**config.mk**
```make
export PLATFORM = sky130hd
export DESIGN_NAME = rs_cmd_debounce
export DESIGN_NICKNAME = d
export VERILOG_FILES = /design/src/rtl/rs_cmd_pkg.sv /design/src/rtl/rs_debounce.sv /design/src/rtl/rs_cmd_debounce.sv
export SDC_FILE = /design/constraint.sdc
export NUM_CORES = 1
export LEC_CHECK = 0
export CORE_AREA = 2 2 52 54
export CTS_BUF_LIST = sky130_fd_sc_hd__clkbuf_4
export DETAILED_ROUTE_END_ITERATION = 8
export DIE_AREA = 0 0 54 56
export SKIP_LAST_GASP = 1
export SYNTH_ARGS = -nofsm -noshare
export SYNTH_HDL_FRONTEND = slang
export SYNTH_SLANG_ARGS = --single-unit
```
**constraint.sdc**
```tcl
create_clock -name clk -period 1.5 [get_ports clk]
set_clock_uncertainty 0.2 [all_clocks]
set_input_delay 0.3 -clock clk [delete_from_list [all_inputs] [get_ports clk]]
set_output_delay 0.3 -clock clk [all_outputs]
set_load 0.005 [all_outputs]
```
**src/rtl/rs_cmd_pkg.sv**
```systemverilog
// rs_cmd_pkg: shared FSM state type, default timing constants and counter width helper.
package rs_cmd_pkg;
  typedef enum logic [1:0] {IDLE, SET_P, RST_P, GAP} state_e;
  localparam int DEBOUNCE_CYCLES_DEF = 4;
  localparam int PULSE_LEN_DEF = 2;
  function automatic int cnt_w(input int n);
    return $clog2(n + 1);
  endfunction
endpackage

```
**src/rtl/rs_debounce.sv**
```systemverilog
// rs_debounce: optional 2-flop synchronizer (RS_CMD_SYNC_EN), stable-level debouncer and registered rise pulse.
module rs_debounce
  import rs_cmd_pkg::*;
#(
  parameter int DEBOUNCE_CYCLES = DEBOUNCE_CYCLES_DEF
) (
  input  logic clk,
  input  logic rst_n,
  input  logic btn_i,
  output logic rise_o
);
  localparam int CW = cnt_w(DEBOUNCE_CYCLES);
  logic smp;
`ifdef RS_CMD_SYNC_EN
  logic [1:0] sync_q;
  always_ff @(posedge clk or negedge rst_n)
    if (!rst_n) sync_q <= '0;
    else sync_q <= {sync_q[0], btn_i};
  assign smp = sync_q[1];
`else
  assign smp = btn_i;
`endif
  logic [CW-1:0] cnt_q, cnt_d;
  logic level_q, level_d, rise_q, rise_d, hit;
  // The last differing sample flips the level, so D differing samples in a row are required.
  always_comb begin
    hit = (smp != level_q) && (cnt_q == CW'(DEBOUNCE_CYCLES - 1));
    cnt_d = (smp == level_q || hit) ? '0 : cnt_q + CW'(1);
    level_d = hit ? smp : level_q;
    rise_d = hit & smp;
  end
  always_ff @(posedge clk or negedge rst_n)
    if (!rst_n) begin
      cnt_q <= '0;
      level_q <= 1'b0;
      rise_q <= 1'b0;
    end else begin
      cnt_q <= cnt_d;
      level_q <= level_d;
      rise_q <= rise_d;
    end
  assign rise_o = rise_q;
endmodule

```
**src/rtl/rs_cmd_debounce.sv**
```systemverilog
// rs_cmd_debounce: debounced button-to-command stage for the NAND RS latch; set/rst never overlap.
// Define RS_CMD_SYNC_EN to add a 2-flop synchronizer per button input.
module rs_cmd_debounce
  import rs_cmd_pkg::*;
#(
  parameter int DEBOUNCE_CYCLES = DEBOUNCE_CYCLES_DEF,
  parameter int PULSE_LEN = PULSE_LEN_DEF
) (
  input  logic clk,
  input  logic reset,
  input  logic set_btn,
  input  logic rst_btn,
  output logic set,
  output logic rst,
  output logic busy
);
  localparam int PW = cnt_w(PULSE_LEN);
  logic set_rise, rst_rise, set_req, rst_req;
  logic set_pend_q, set_pend_d, rst_pend_q, rst_pend_d;
  logic [PW-1:0] pcnt_q, pcnt_d;
  state_e state_q, state_d;
  rs_debounce #(.DEBOUNCE_CYCLES(DEBOUNCE_CYCLES)) u_set (
    .clk(clk), .rst_n(reset), .btn_i(set_btn), .rise_o(set_rise)
  );
  rs_debounce #(.DEBOUNCE_CYCLES(DEBOUNCE_CYCLES)) u_rst (
    .clk(clk), .rst_n(reset), .btn_i(rst_btn), .rise_o(rst_rise)
  );
  // A fresh rise is served in the same IDLE cycle; otherwise it parks in its 1-deep flag.
  always_comb begin
    state_d = state_q;
    pcnt_d = '0;
    set_req = set_pend_q | set_rise;
    rst_req = rst_pend_q | rst_rise;
    set_pend_d = set_req;
    rst_pend_d = rst_req;
    case (state_q)
      IDLE:
        if (rst_req) begin
          state_d = RST_P;
          rst_pend_d = 1'b0;
        end else if (set_req) begin
          state_d = SET_P;
          set_pend_d = 1'b0;
        end
      SET_P, RST_P: begin
        pcnt_d = pcnt_q + PW'(1);
        if (pcnt_q == PW'(PULSE_LEN - 1)) begin
          state_d = GAP;
          pcnt_d = '0;
        end
      end
      default: state_d = IDLE;
    endcase
  end
  always_ff @(posedge clk or negedge reset)
    if (!reset) begin
      state_q <= IDLE;
      pcnt_q <= '0;
      set_pend_q <= 1'b0;
      rst_pend_q <= 1'b0;
    end else begin
      state_q <= state_d;
      pcnt_q <= pcnt_d;
      set_pend_q <= set_pend_d;
      rst_pend_q <= rst_pend_d;
    end
  assign set = state_q == SET_P;
  assign rst = state_q == RST_P;
  assign busy = state_q != IDLE;
endmodule

```
After elaboration in Yosys (flattened, before gate mapping)
Cells that the tools add are included.
{"block": "word_totals", "register_bits": 16, "latchBits": 0, "ramBits": 0, "romBits": 0, "out_inout_bits": 3, "elab_cells": 47, "memories": 0}
{"block": "classes", "add_sub_neg": 3, "n_mul": 0, "div_mod_pow": 0, "magnitude_cmp": 0, "n_eq_ne": 11, "shift": 0, "muxes": 11, "bitwise_logic": 4, "reduce_logical": 8}
{"operator": "two-way mux 2 bit", "count": 5}
{"operator": "adder 3 x 1 -> 3 bit (second input constant)", "count": 2}
{"operator": "== test 3 x 2 -> 1 bit (second input constant)", "count": 2}
{"operator": "two-way mux 3 bit", "count": 2}
{"operator": "== test 2 x 1 -> 1 bit (second input constant)", "count": 2}
{"operator": "case mux 2 bit (2 select lines)", "count": 1}
{"operator": "two-way mux 1 bit", "count": 3}
{"operator": "inequality test 3 bit (second input constant)", "count": 1}
{"operator": "adder 2 x 1 -> 2 bit (second input constant)", "count": 1}
{"operator": "bitwise AND 1 bit", "count": 2}
{"operator": "== test 1 bit", "count": 2}
{"operator": "== test 2 bit (second input constant)", "count": 1}
{"operator": "logical AND 1 bit", "count": 2}
{"operator": "logical NOT 2 bit", "count": 1}
{"operator": "logical OR 1 bit", "count": 2}
{"operator": "inequality test 1 bit", "count": 2}
{"operator": "inequality test 2 bit (second input constant)", "count": 1}
{"operator": "bitwise OR 1 bit", "count": 2}
{"operator": "AND reduction 2 bit", "count": 1}
{"operator": "nonzero test 2 bit", "count": 1}
{"operator": "OR reduction 2 bit", "count": 1}

Depth between registers and ports, before layout
{"block": "depth", "depth_word": 4, "ltp_mapped": 5, "mapped_depth_nobuf": 5}

By module
A second synthesis with hierarchy kept.
{"block": "unflattened", "cells_unflattened": 61, "hier_area_um2": 718.2}
{"module": "rs_debounce", "instances": 2, "cells_each": 16, "area_per_inst_um2": 201.4, "seq_area_each_um2": 125.1}
{"module": "rs_cmd_debounce", "instances": 1, "cells_each": 29, "area_per_inst_um2": 315.3, "seq_area_each_um2": 150.1}

Least setup slack after synthesis
Ideal clock, no wire load.
{"block": "synth_path", "kind": "flip-flop to flip-flop", "start": "register state_q[0]", "end": "register state_q[0]", "arrival_ns": 1.278, "required_time_ns": 1.172, "path_slack_ns": -0.105, "path_stages_with_launch": 5, "path_buffers": 0, "synth_period_minus_slack_ns": 1.605, "cell_sequence": "dfrtp_1 -> inv_1 -> ha_1 -> a32oi_1 -> mux2_1"}
{"block": "synth_via", "elab_chain_cells": 4, "word_cells_on_any_way": 8, "cone_classes": "eq/ne: 4; mux: 1; reduce/logical: 3"}
{"item": "start: declaration", "line_no": "rs_cmd_debounce.sv:21", "text": "state_e state_q, state_d;"}
{"item": "start signal: assignment", "line_no": "rs_cmd_debounce.sv:62", "text": "state_q <= state_d;"}
{"item": "== test 2 x 1 -> 1 bit / == test 2 bit (equally long branches)", "line_no": "rs_cmd_debounce.sv:36", "text": "case (state_q)"}
{"item": "OR reduction 2 bit", "line_no": "rs_cmd_debounce.sv:36"}
{"item": "inequality test 2 bit (no line)"}
{"item": "AND reduction 2 bit (no line)"}
Parallel ways exist; a longest one is shown, timed or not.
A chain may end at the register's enable or synchronous reset.

Worst setup path in the final report
{"block": "layout_path", "start": "register state_q[0]", "end": "register state_q[1]"}
Same word-level chain as after synthesis.

==> results.json <==
{
  "status": "finished with violations",
  "violations": "negative setup slack",
  "clock_path_buffers": 2,
  "routedWlPerCell_um": 10.1,
  "antenna_found_initial": 0,
  "via_per_inst": 4.17,
  "path_common_cell": "buf_6",
  "nFillCells": 234,
  "cts_hold_buffers": 0,
  "rows": 18,
  "nets": 104,
  "drt_iter0_markers": 5,
  "yosysSeqAreaShare": 0.559,
  "synth_area_leaders": "dfrtp_1 (56%), ha_1 (16%), nor2_1 (6.3%)",
  "dieArea_um2": 3020,
  "syn_area_per_cell_um2": 11.0,
  "timing.final.ws_setup_ns": -0.199,
  "multi_input_area_um2": 348,
  "start_kind": "flop",
  "rr_endpoint": "state_q[1]",
  "grt_pass1_vias": 550,
  "rsz0062_at_grt": "true",
  "clock-sinks": 16,
  "path_delay_family": "flip-flops",
  "cts_tree": "yes",
  "routed_wl_um": 1210,
  "root_buffer": "clkbuf_4",
  "antenna_left": 0,
  "htreeDepth": 1,
  "tightest_slew_ns": 0.272,
  "rr_startpoint": "state_q[0]",
  "synth_top_area_share": 0.559,
  "cp_max_fo": 3,
  "fin_tns_setup_ns": -0.829,
  "drive_gt1_frac": 0.356,
  "area_growth_pct": 45.6,
  "power.leakage_nw": 0.518,
  "drv_cap": 0,
  "power_density_nw_per_um2": 2100,
  "slowest_stage": "dfrtp_1",
  "netlist-cell-type-count": 13,
  "synth_nets": 78,
  "reg2regPathDepth": 6,
  "slew_viol_final": 0,
  "setup_viol": 5,
  "final-seq-area_um2": 400,
  "insertion_delay_ns": 0.29,
  "peakVddDrop_v": 0.000992,
  "ios": 7,
  "fp.coreArea_um2": 2430,
  "cpPeakStageDelay_ns": 0.37,
  "critPathRequiredTime_ns": 1.48,
  "grt_usage": 0.103,
  "hp-class": "in -> async",
  "drcViolationCount": 0,
  "n_antenna_cell": 0,
  "layout_min_cycle_time_ns": 1.70,
  "fin_util": 0.428,
  "hold_viol_final": 0,
  "crit_type": "reg -> reg",
  "ys.warnings.count": 0,
  "place_congestion": 0.687,
  "dr_total_vias": 500,
  "grt-ovfl-total": 0,
  "cp_num_buf_inv": 3,
  "first_pass_iters": 2,
  "clk_pin_slew_worst_paths_ns": 0.09,
  "crit_chain": "inv_2, buf_6, buf_6, ha_4, a32oi_4, mux2_4",
  "grt_max_degree": 17,
  "die_h_um": 56,
  "fin_crit_sh": 1.13,
  "dp_hpwl_um": 818,
  "end_kind": "flop",
  "port_buffers": 6,
  "grt_pass1_wl_um": 2240,
  "syn_area_um2": 716,
  "rrSetupSlack_ns": -0.20,
  "slew_headroom": 0.818,
  "cp.arrival_ns": 1.68,
  "synth_top_cell_by_area": "dfrtp_1",
  "synth-seq-cells": 16,
  "timing.fmax_mhz": 589,
  "start_util": 0.294,
  "die_w_um": 54,
  "cts_buffers": 3,
  "synthCells": 65
}
## routing by layer
metal	global-route usage	vias up	part of all wire
met2	0.162	8	0.52
li1	-	256	-
met3	0.0565	2	0.054
met5	0	-	0
met1	0.118	234	0.42
met4	0.0321	0	0.0074
## timing repair
item,in CTS,in global routing
endpoints found under the setup margin,5,5
pin swaps,4,1
resized for setup,23,7
buffers inserted,10,1
## area by class of cell
type	count	area share
Inverter	10	0.0360
Clock buffer	3	0.0216
Timing Repair Buffer	21	0.185
Tap cell	30	0.0360
Sequential cell	16	0.384
Multi-Input combinational cell	39	0.334
Clock inverter	1	0.00360
## cells in the mapped netlist (all sizes together)
library cell and count:
a21oi 3, a32oi 1, and2 1, dfrtp 16
ha 9, inv 10, mux2 2, nand2 2
nand2b 3, nor2 12, o21ai 3, or3b 1
xor2 2
## layout by cell type (no fill, tap or decap), drive strengths merged
master | netlist | routed
ha | 9 | 9
o21ai | 3 | 3
nor2 | 12 | 12
xor2 | 2 | 2
nand2 | 2 | 2
clkbuf | 0 | 3
clkdlybuf4s50 | 0 | 3
a21oi | 3 | 3
clkinv | 0 | 1
mux2 | 2 | 2
dfrtp | 16 | 16
and2 | 1 | 1
buf | 0 | 18
nand2b | 3 | 3
a32oi | 1 | 1
inv | 10 | 10
or3b | 1 | 1
## state kept, by name, indices dropped and copies added (netlist names)
register	flops
set_pend_q	1
u_set.level_q	1
u_rst.rise_o	1
rst_pend_q	1
u_set.rise_o	1
u_set.cnt_q	3
state_q	2
u_rst.level_q	1
pcnt_q	2
u_rst.cnt_q	3
## worst register-to-register path: stages, from the launching register on
cell	delay, ns
dfrtp_1	0.37
inv_2	0.05
buf_6	0.11
buf_6	0.11
ha_4	0.16
a32oi_4	0.26
mux2_4	0.33
## per-stage QoR
step                area, um2  cells  hold slack (ns)  setup WS [ns]  total power [mW]
floorplan                 736     65           -0.196        -0.0224              1.17
global placement          863    105            0.215        -0.0998              1.41
detailed placement        863    105            0.221         -0.134              1.46
CTS                      1000    119            0.122         -0.185              2.08
global route             1040    120            0.130         -0.253              2.38
finish                   1040    120            0.117         -0.199              2.18
## worst max path at each step
| stage | depth (start not counted) | start | endpoint | slack (ns) |
|---|---|---|---|---|
| after floorplan | 5 | state_q[1] | state_q[0] | -0.02 |
| after global placement | 4 | state_q[1] | busy | -0.1 |
| after detailed placement | 3 | state_q[0] | rst | -0.13 |
| after CTS | 7 | state_q[1] | state_q[0] | -0.18 |
| after global routing | 7 | state_q[1] | state_q[0] | -0.25 |
| final | 6 | state_q[0] | state_q[1] | -0.20 |
## cell families (layout without fill, tap and decap cells)
group	after synthesis	count (layout)	synth area share
adders and majority gates	9	9	0.157
DFF	16	16	0.559
xor gates and xnor gates	2	2	0.0245
and+or+nand+nor	19	19	0.121
buffers and inverters	10	35	0.0525
muxes	2	2	0.0315
AOI/OAI and AO/OA	7	7	0.0542
## power by group
group	switching (mW)	internal, mW	total (mW)	leakage (nW)
Combinational	0.522	0.773	1.29	0.294
Clock	0.133	0.0967	0.230	0.0154
Sequential	0.0808	0.579	0.660	0.209
Note: power is estimated with default switching activity, not from simulation.
